File: src/rtl/modn_pkg.sv
// Shared types and constants for the programmable modulus counter family.
//   dir_e   : count direction (DIR_UP / DIR_DOWN)
//   MIN_MOD : smallest legal modulus
package modn_pkg;

    typedef enum logic {
        DIR_UP   = 1'b0,
        DIR_DOWN = 1'b1
    } dir_e;

    localparam int MIN_MOD = 2;

endpackage : modn_pkg

File: src/rtl/prog_mod_n_counter.sv
// Runtime-programmable modulus counter (up/down, modulo 2..MAX_N).
// Ports:
//   clk       : clock, rising edge
//   rst_n     : asynchronous active-low reset
//   enable    : advance the count this cycle
//   dir       : 0 = up, 1 = down (modn_pkg::dir_e)
//   clear     : synchronous clear of count, tc, wrap_cnt, err
//   load      : load load_val into count
//   load_val  : value to load (must be < modulus)
//   mod_wr    : write mod_in as the new modulus
//   mod_in    : new modulus (MIN_MOD..MAX_N)
//   count     : current count, always < modulus
//   modulus   : active modulus
//   tc        : one-cycle pulse on the cycle after each wrap edge
//   wrap_cnt  : wraps since reset/clear, saturating at all-ones
//   err       : sticky flag for illegal mod_wr / load, cleared by clear
// Per-cycle priority: clear > mod_wr > load > enable.
module prog_mod_n_counter
    import modn_pkg::*;
#(
    parameter int MAX_N     = 16,
    parameter int DEFAULT_N = 10,
    parameter int CW        = $clog2(MAX_N),
    parameter int MW        = $clog2(MAX_N + 1),
    parameter int WRAP_W    = 8
) (
    input  logic              clk,
    input  logic              rst_n,
    input  logic              enable,
    input  logic              dir,
    input  logic              clear,
    input  logic              load,
    input  logic [CW-1:0]     load_val,
    input  logic              mod_wr,
    input  logic [MW-1:0]     mod_in,
    output logic [CW-1:0]     count,
    output logic [MW-1:0]     modulus,
    output logic              tc,
    output logic [WRAP_W-1:0] wrap_cnt,
    output logic              err
);

    logic [CW-1:0]     r_count;
    logic [MW-1:0]     r_modulus;
    logic              r_tc;
    logic [WRAP_W-1:0] r_wrap_cnt;
    logic              r_err;

    logic [CW-1:0]     w_count_nxt;
    logic [MW-1:0]     w_modulus_nxt;
    logic              w_tc_nxt;
    logic [WRAP_W-1:0] w_wrap_cnt_nxt;
    logic              w_err_nxt;

    logic [MW-1:0]     w_mod_m1;
    logic              w_at_top;
    logic              w_at_zero;
    logic              w_mod_legal;
    logic              w_load_legal;
    logic              w_wrap;

    // Decode helpers; modulus-1 is formed in MW bits so a modulus of MAX_N
    // never overflows and the down-wrap never underflows the count.
    always_comb begin
        w_mod_m1     = r_modulus - MW'(1);
        w_at_top     = (MW'(r_count) == w_mod_m1);
        w_at_zero    = (r_count == {CW{1'b0}});
        w_mod_legal  = (mod_in >= MW'(MIN_MOD)) && (mod_in <= MW'(MAX_N));
        w_load_legal = (MW'(load_val) < r_modulus);
    end

    // Next-state selection in priority order; tc defaults low so it only
    // survives one cycle after a wrap.
    always_comb begin
        w_count_nxt    = r_count;
        w_modulus_nxt  = r_modulus;
        w_tc_nxt       = 1'b0;
        w_wrap_cnt_nxt = r_wrap_cnt;
        w_err_nxt      = r_err;
        w_wrap         = 1'b0;

        if (clear) begin
            w_count_nxt    = {CW{1'b0}};
            w_wrap_cnt_nxt = {WRAP_W{1'b0}};
            w_err_nxt      = 1'b0;
        end else if (mod_wr) begin
            // An illegal write still owns the cycle: load/enable are dropped.
            if (w_mod_legal) begin
                w_modulus_nxt = mod_in;
                w_count_nxt   = {CW{1'b0}};
            end else begin
                w_err_nxt = 1'b1;
            end
        end else if (load) begin
            if (w_load_legal) begin
                w_count_nxt = load_val;
            end else begin
                w_count_nxt = {CW{1'b0}};
                w_err_nxt   = 1'b1;
            end
        end else if (enable) begin
            if (dir_e'(dir) == DIR_DOWN) begin
                if (w_at_zero) begin
                    w_count_nxt = CW'(w_mod_m1);
                    w_wrap      = 1'b1;
                end else begin
                    w_count_nxt = r_count - CW'(1);
                end
            end else begin
                if (w_at_top) begin
                    w_count_nxt = {CW{1'b0}};
                    w_wrap      = 1'b1;
                end else begin
                    w_count_nxt = r_count + CW'(1);
                end
            end
        end else begin
            w_count_nxt = r_count;
        end

        if (w_wrap) begin
            w_tc_nxt = 1'b1;
            if (r_wrap_cnt != {WRAP_W{1'b1}}) begin
                w_wrap_cnt_nxt = r_wrap_cnt + WRAP_W'(1);
            end else begin
                w_wrap_cnt_nxt = r_wrap_cnt;
            end
        end else begin
            w_tc_nxt = 1'b0;
        end
    end

    // Count and modulus state.
    always_ff @(posedge clk or negedge rst_n) begin
        if (!rst_n) begin
            r_count   <= {CW{1'b0}};
            r_modulus <= MW'(DEFAULT_N);
        end else begin
            r_count   <= w_count_nxt;
            r_modulus <= w_modulus_nxt;
        end
    end

    // Terminal-count pulse and saturating wrap counter.
    always_ff @(posedge clk or negedge rst_n) begin
        if (!rst_n) begin
            r_tc       <= 1'b0;
            r_wrap_cnt <= {WRAP_W{1'b0}};
        end else begin
            r_tc       <= w_tc_nxt;
            r_wrap_cnt <= w_wrap_cnt_nxt;
        end
    end

    // Sticky error flag.
    always_ff @(posedge clk or negedge rst_n) begin
        if (!rst_n) begin
            r_err <= 1'b0;
        end else begin
            r_err <= w_err_nxt;
        end
    end

    assign count    = r_count;
    assign modulus  = r_modulus;
    assign tc       = r_tc;
    assign wrap_cnt = r_wrap_cnt;
    assign err      = r_err;

endmodule : prog_mod_n_counter

File: config.mk
export PLATFORM = sky130hd
export DESIGN_NAME = prog_mod_n_counter
export DESIGN_NICKNAME = d
export VERILOG_FILES = /design/src/rtl/modn_pkg.sv /design/src/rtl/prog_mod_n_counter.sv
export SDC_FILE = /design/constraint.sdc
export NUM_CORES = 1
export LEC_CHECK = 0
export CORE_ASPECT_RATIO = 1.25
export CORE_MARGIN = 2
export CORE_UTILIZATION = 35
export DETAILED_ROUTE_END_ITERATION = 10
export GPL_TIMING_DRIVEN = 0
export PLACE_DENSITY = 0.58
export SLEW_MARGIN = 20
export SYNTH_ARGS = -nofsm -noshare
export SYNTH_HDL_FRONTEND = slang
export SYNTH_SLANG_ARGS = --single-unit
File: constraint.sdc
create_clock -name clk -period 6.98 [get_ports clk]
set_input_delay 1.396 -clock clk [delete_from_list [all_inputs] [get_ports clk]]
set_output_delay 1.396 -clock clk [all_outputs]
set_load 0.005 [all_outputs]
Word level (Yosys, flattened, before mapping)
Cells that the tools add are included.
- flip-flop bits (word level): 19
- input port bits: 16
- output and inout port bits: 19
- logic and storage cells: 53
- $add $sub $neg: 4
- $lt $le $gt $ge: 3
- eq/ne operators: 6
- multiplexer cells: 25
- bitwise operators: 1
- reduce and logical (&&, ||, !) cells: 9
- operators by type and width (cell ; count):
    $mux 4 ; 9
    $mux 8 ; 3
    $mux 1 ; 13
    $add 8x1->8 const B ; 1
    $ne 8x8->1 const B ; 1
    $ne 3x3->1 const B ; 2
    $reduce_and 3->1 ; 2
    $eq 4x5->1 ; 1
    $ge 5x2->1 const B ; 1
    $le 5x5->1 const B ; 1
    $lt 4x5->1 ; 1
    $sub 5x1->5 const B ; 1
    $add 4x1->4 const B ; 1
    $logic_not 4->1 ; 1
    $reduce_and 2->1 ; 2
    $reduce_bool 4->1 ; 1
    $sub 4x1->4 const B ; 1
    $ne 3x2->1 const B ; 1
    $reduce_bool 3->1 ; 1
    $ne 2x1->1 const B ; 1
    $reduce_bool 2->1 ; 1
    $logic_and 1x1->1 ; 1
    $not 1->1 ; 1

Depth between registers and ports, before layout
- depth in word-level cells: 10
- mapped depth: 9
- gate-level depth less buffers: 8

Least setup slack after synthesis
No wires, ideal clock.
- path type: input to register
- from: input port load
- to: register r_wrap_cnt[5], in the netlist wrap_cnt[5]
- library setup time: 78 ps
- arrival: 2896 ps
- data required time: 6902 ps
- path slack: 4006 ps
- stages on the path: 7
- path buffers: 1
- cells stage by stage: buf_6 nand2b_4 or3_4 nor3_1 a211oi_1 or4_1 a21oi_1
- word-level cells in the longest chain between the ends: 5
- elaborated cells between the ends (all ways): 7
- those cells by class: 1 x eq/ne; 4 x mux; 2 x reduce/logical
- RTL lines (what ; line ; source):
    start: declaration ; prog_mod_n_counter.sv:32 ; input logic load,
    $mux 1 (*) ; prog_mod_n_counter.sv:94 ; end else if (load) begin
    $mux 1 (*) ; prog_mod_n_counter.sv:86 ; end else if (mod_wr) begin
    $mux 1 (*) ; prog_mod_n_counter.sv:82 ; if (clear) begin
    $ne 2x1->1 (no source line) or $reduce_bool 2->1 (tied branches) ; n/a ;
    $reduce_and 2->1 (no source line) ; n/a ;
    end signal: assignment ; prog_mod_n_counter.sv:148 ; r_wrap_cnt <= {WRAP_W{1'b0}};
    end signal: assignment ; prog_mod_n_counter.sv:151 ; r_wrap_cnt <= w_wrap_cnt_nxt;
    end: declaration ; prog_mod_n_counter.sv:46 ; logic [WRAP_W-1:0] r_wrap_cnt;
Every way passes the cells marked *; elsewhere a longest branch is shown, timed or not.
A chain may end at the register's enable or synchronous reset.

Final worst setup path
- from: input port enable
- to: register r_wrap_cnt[5], in the netlist wrap_cnt[5]
- word-level cells in the longest chain between the ends: 6
- elaborated cells between the ends (all ways): 8
- those cells by class: 1 x eq/ne; 5 x mux; 2 x reduce/logical
- RTL lines (what ; line ; source):
    start: declaration ; prog_mod_n_counter.sv:29 ; input logic enable,
    $mux 1 (*) ; prog_mod_n_counter.sv:101 ; end else if (enable) begin
    $mux 1 (*) ; prog_mod_n_counter.sv:94 ;
    $mux 1 (*) ; prog_mod_n_counter.sv:86 ;
    $mux 1 (*) ; prog_mod_n_counter.sv:82 ;
    $ne 2x1->1 (no source line) or $reduce_bool 2->1 (tied branches) ; n/a ;
    $reduce_and 2->1 (no source line) ; n/a ;
Marked as above.

==> results.tsv <==
stage	metric	value	unit
status	status	complete, no violations	
clock_tree	cts_tree	built	
timing	post-route-period-util	0.463	
timing	fin_crit	3.23	ns
finish	filler_cell_count	387	
routing	wire_per_inst	14.4	um
placed_design	pre_cts_ws	3.47	ns
job	drv_cap	0	
setup_path	critPathCaptureType	flip-flop	
setup_path	critPathSlowestCell	clkdlybuf4s50_1	
clock_tree	cts_root_buffer	clkbuf_8	
finish	final_cell_mix	clkdlybuf4s50_1, dfrtp_1, nand2_1	
yosys	synthCells	160	
timing	skew	0.00278	ns
finish	syn_to_final_growth	31.2	%
finish	final_nets	220	
yosys	yosysWarnings	0	
setup_path	setup.worst_path.class	primary input to flip-flop	
routing	routed-wl-met2	1820	um
hold_path	min_path_cells	2	
pwr	p_per_area	188	nW/um^2
global_route	grt_pass1_wl	6070	um
timing	relSlewSlack	0.425	
pwr	ir_worst_vdd	0.0773	mV
routing	drt_pass1_iterations	4	
floorplanning	core	3780	sq um
setup_path	worstRegToRegCells	8	
timing	finalHoldViolCount	0	
setup_path	critical_path.startpoint	enable	
clock_tree	postCtsSetupRepairBufs	0	
routing	ant_nets	0	
floorplanning	rows	25	
clock_tree	clk_path_buf_depth	2	
global_route	grt_pass1_vias	1369	
setup_path	path_cells	clkdlybuf4s50_1 > nand2b_4 > or3_4 > nor3_1 > a211oi_1 > or4_1 > a21oi_1	
clock_tree	cts_hold_buf	0	
floorplanning	die_width	60.3	um
clock_tree	htree_levels	1	
yosys	synth_area	1390	sq um
setup_path	worst_setup_path_start_kind	primary input	
routing	top_layer	met4	
setup_path	cp_slowest_stage_delay	0.56	ns
clock_tree	path_clk_slew	0.07	ns
yosys	avgSynthCellArea	8.66	sq um
global_route	grt_max_degree	20	
timing	slew_viol_final	0	
clock_tree	clock_sinks	19	
placed_design	gp_congestion	0.834	
global_route	antenna_found_initial	0	
routing	drc	0	
placed_design	hpwl	2800	um
timing	fmaxAchievable	0.310	GHz
finish	layoutNonFillerInstCount	250	
timing	rsz0062_at_grt	no	
setup_path	cp.arrival	3.41	ns
placed_design	place.port_buffers	32	
routing	vias	1318	
global_route	grt_overflow	0	
timing	setup_viol	0	
yosys	ys_seq_elements	19	
clock_tree	cts_resized	0	
finish	layout-drive-gt1-share	0.0969	
finish	diodes	0	
clock_tree	insertion_delay	0.26	ns
setup_path	cp.required	7.16	ns
timing	worstMarginPinSlew	0.859	ns
timing	tns	0	ns
floorplanning	start_util	0.366	
routing	met3WireLength	92	um
timing	worst_slack	3.75	ns
placed_design	dp_cells	246	
floorplanning	die_y	74.4	um
finish	final_common_cell	clkdlybuf4s50_1	
routing	first_iter_violations	55	
floorplanning	ios	35	
setup_path	r2r-start	modulus[1]$_DFFE_PN1P_	
routing	vias_per_cell	5.27	
yosys	synth_cell_types	41	
clock_tree	cts_made_buffers	3	
routing	wl_met1	1630	um
hold_path	hp-start	err$_DFFE_PN0P_	
hold_path	hold_path_class	flip-flop to flip-flop	
yosys	syn_nets	183	
hold_path	worstHoldEndpoint	err$_DFFE_PN0P_	
setup_path	r2r_slack	4.41	ns
setup_path	cp_max_fo	5	
routing	wl	3600	um
global_route	grt.total_usage	0.180	
setup_path	rr_endpoint	wrap_cnt[5]$_DFFE_PN0P_	
floorplanning	die-area	4480	sq um
pwr	p_leak	0.735	nW
placed_design	placed_area	1770	sq um
finish	final_area	1820	sq um
yosys	ys_seq_area_frac	0.345	
-- report_power, final --
group          switching (mW)  total, mW  internal (mW)
clock network          0.0369     0.0775         0.0406
registers              0.0141      0.135          0.121
logic                  0.0619      0.128         0.0666
-- stage by stage --
step / hold WS (ns) / total power [mW] / util
6_report: 0.541 / 0.341 / 0.481
5_1_grt: 0.592 / 0.367 / 0.481
4_1_cts: 0.555 / 0.345 / 0.481
3_5_place_dp: 0.538 / 0.267 / 0.469
3_3_place_gp: 0.534 / 0.262 / 0.469
2_1_floorplan: 0.514 / 0.216 / -
-- worst max-delay path, delay by kind of cell --
family                 cells  cell delay (ns)
and+or+nand+nor            4             1.13
buffers and inverters      1             0.56
AOI/OAI and AO/OA          2             0.32
-- logic make-up (layout without fill, tap and decap cells) --
group	after synthesis	after routing	share of synthesized area
compound gates	47	47	0.218
mux	6	6	0.0469
xor+xnor	9	9	0.0569
simple gates	54	54	0.213
flops	19	19	0.345
buf+inv	18	54	0.0578
fa+ha+maj	7	7	0.0632
-- layer usage --
layer	up-vias	global-route usage
li1	650	-
met1	637	0.225
met2	26	0.318
met3	5	0.0191
met4	0	0.0617
met5	-	0
-- cells in the mapped netlist --
library cell   n  area, sq um
nor3_1         5         25.0
or3_1          4         25.0
dfrtp_1       17          425
or4_1          2         15.0
nand2b_4       1         13.8
o221ai_1       1         8.76
nand3b_1       1         7.51
xnor2_1        6         52.6
a21o_1         3         22.5
nand3_1        4         20.0
inv_1         11         41.3
or3_4          1         11.3
a21oi_1       14         70.1
mux2i_1        2         20.0
o311ai_0       1         8.76
a31oi_1        2         12.5
nor3_2         1         10.0
or4b_2         1         10.0
or2b_1         1         7.51
buf_6          1         11.3
nor3b_1        3         22.5
nand4_1        1         6.26
xor2_1         3         26.3
nor2_1         8         30.0
mux2_2         4         45.0
a311oi_1       1         8.76
o21ai_0       13         65.1
o31ai_1        2         15.0
nand2_1       16         60.1
a211oi_2       1         12.5
a221oi_1       2         17.5
nand2b_1       5         31.3
clkbuf_1       2         7.51
a41o_1         1         10.0
ha_1           7         87.6
a211o_1        1         8.76
a211oi_1       2         15.0
o211ai_1       2         15.0
dfstp_2        2         52.6
buf_2          4         20.0
a2111o_1       1         11.3
-- worst max path at each step --
stage / slack, ns / end / cells after the start
floorplan: 4.01 / wrap_cnt[5]$_DFFE_PN0P_ / 7
detailed placement: 3.47 / wrap_cnt[5]$_DFFE_PN0P_ / 7
global route: 3.61 / wrap_cnt[5]$_DFFE_PN0P_ / 6
global placement: 3.50 / wrap_cnt[5]$_DFFE_PN0P_ / 7
finish: 3.75 / wrap_cnt[5]$_DFFE_PN0P_ / 7
CTS: 3.74 / wrap_cnt[4]$_DFFE_PN0P_ / 8
-- area by class of cell --
cell class	instances	area, sq um	share of cell area
Inverter	11	41.3	0.0227
Clock buffer	4	45.0	0.0248
Tap cell	54	67.6	0.0371
Sequential cell	19	478	0.263
Multi-Input combinational cell	123	828	0.455
Timing Repair Buffer	32	320	0.176
Buffer	7	38.8	0.0213
-- registers in the layout (all words and copies together) (netlist names) --
register	count
wrap_cnt	8
modulus	5
count	4
err	1
tc	1
(Power assumes the default switching activity.)
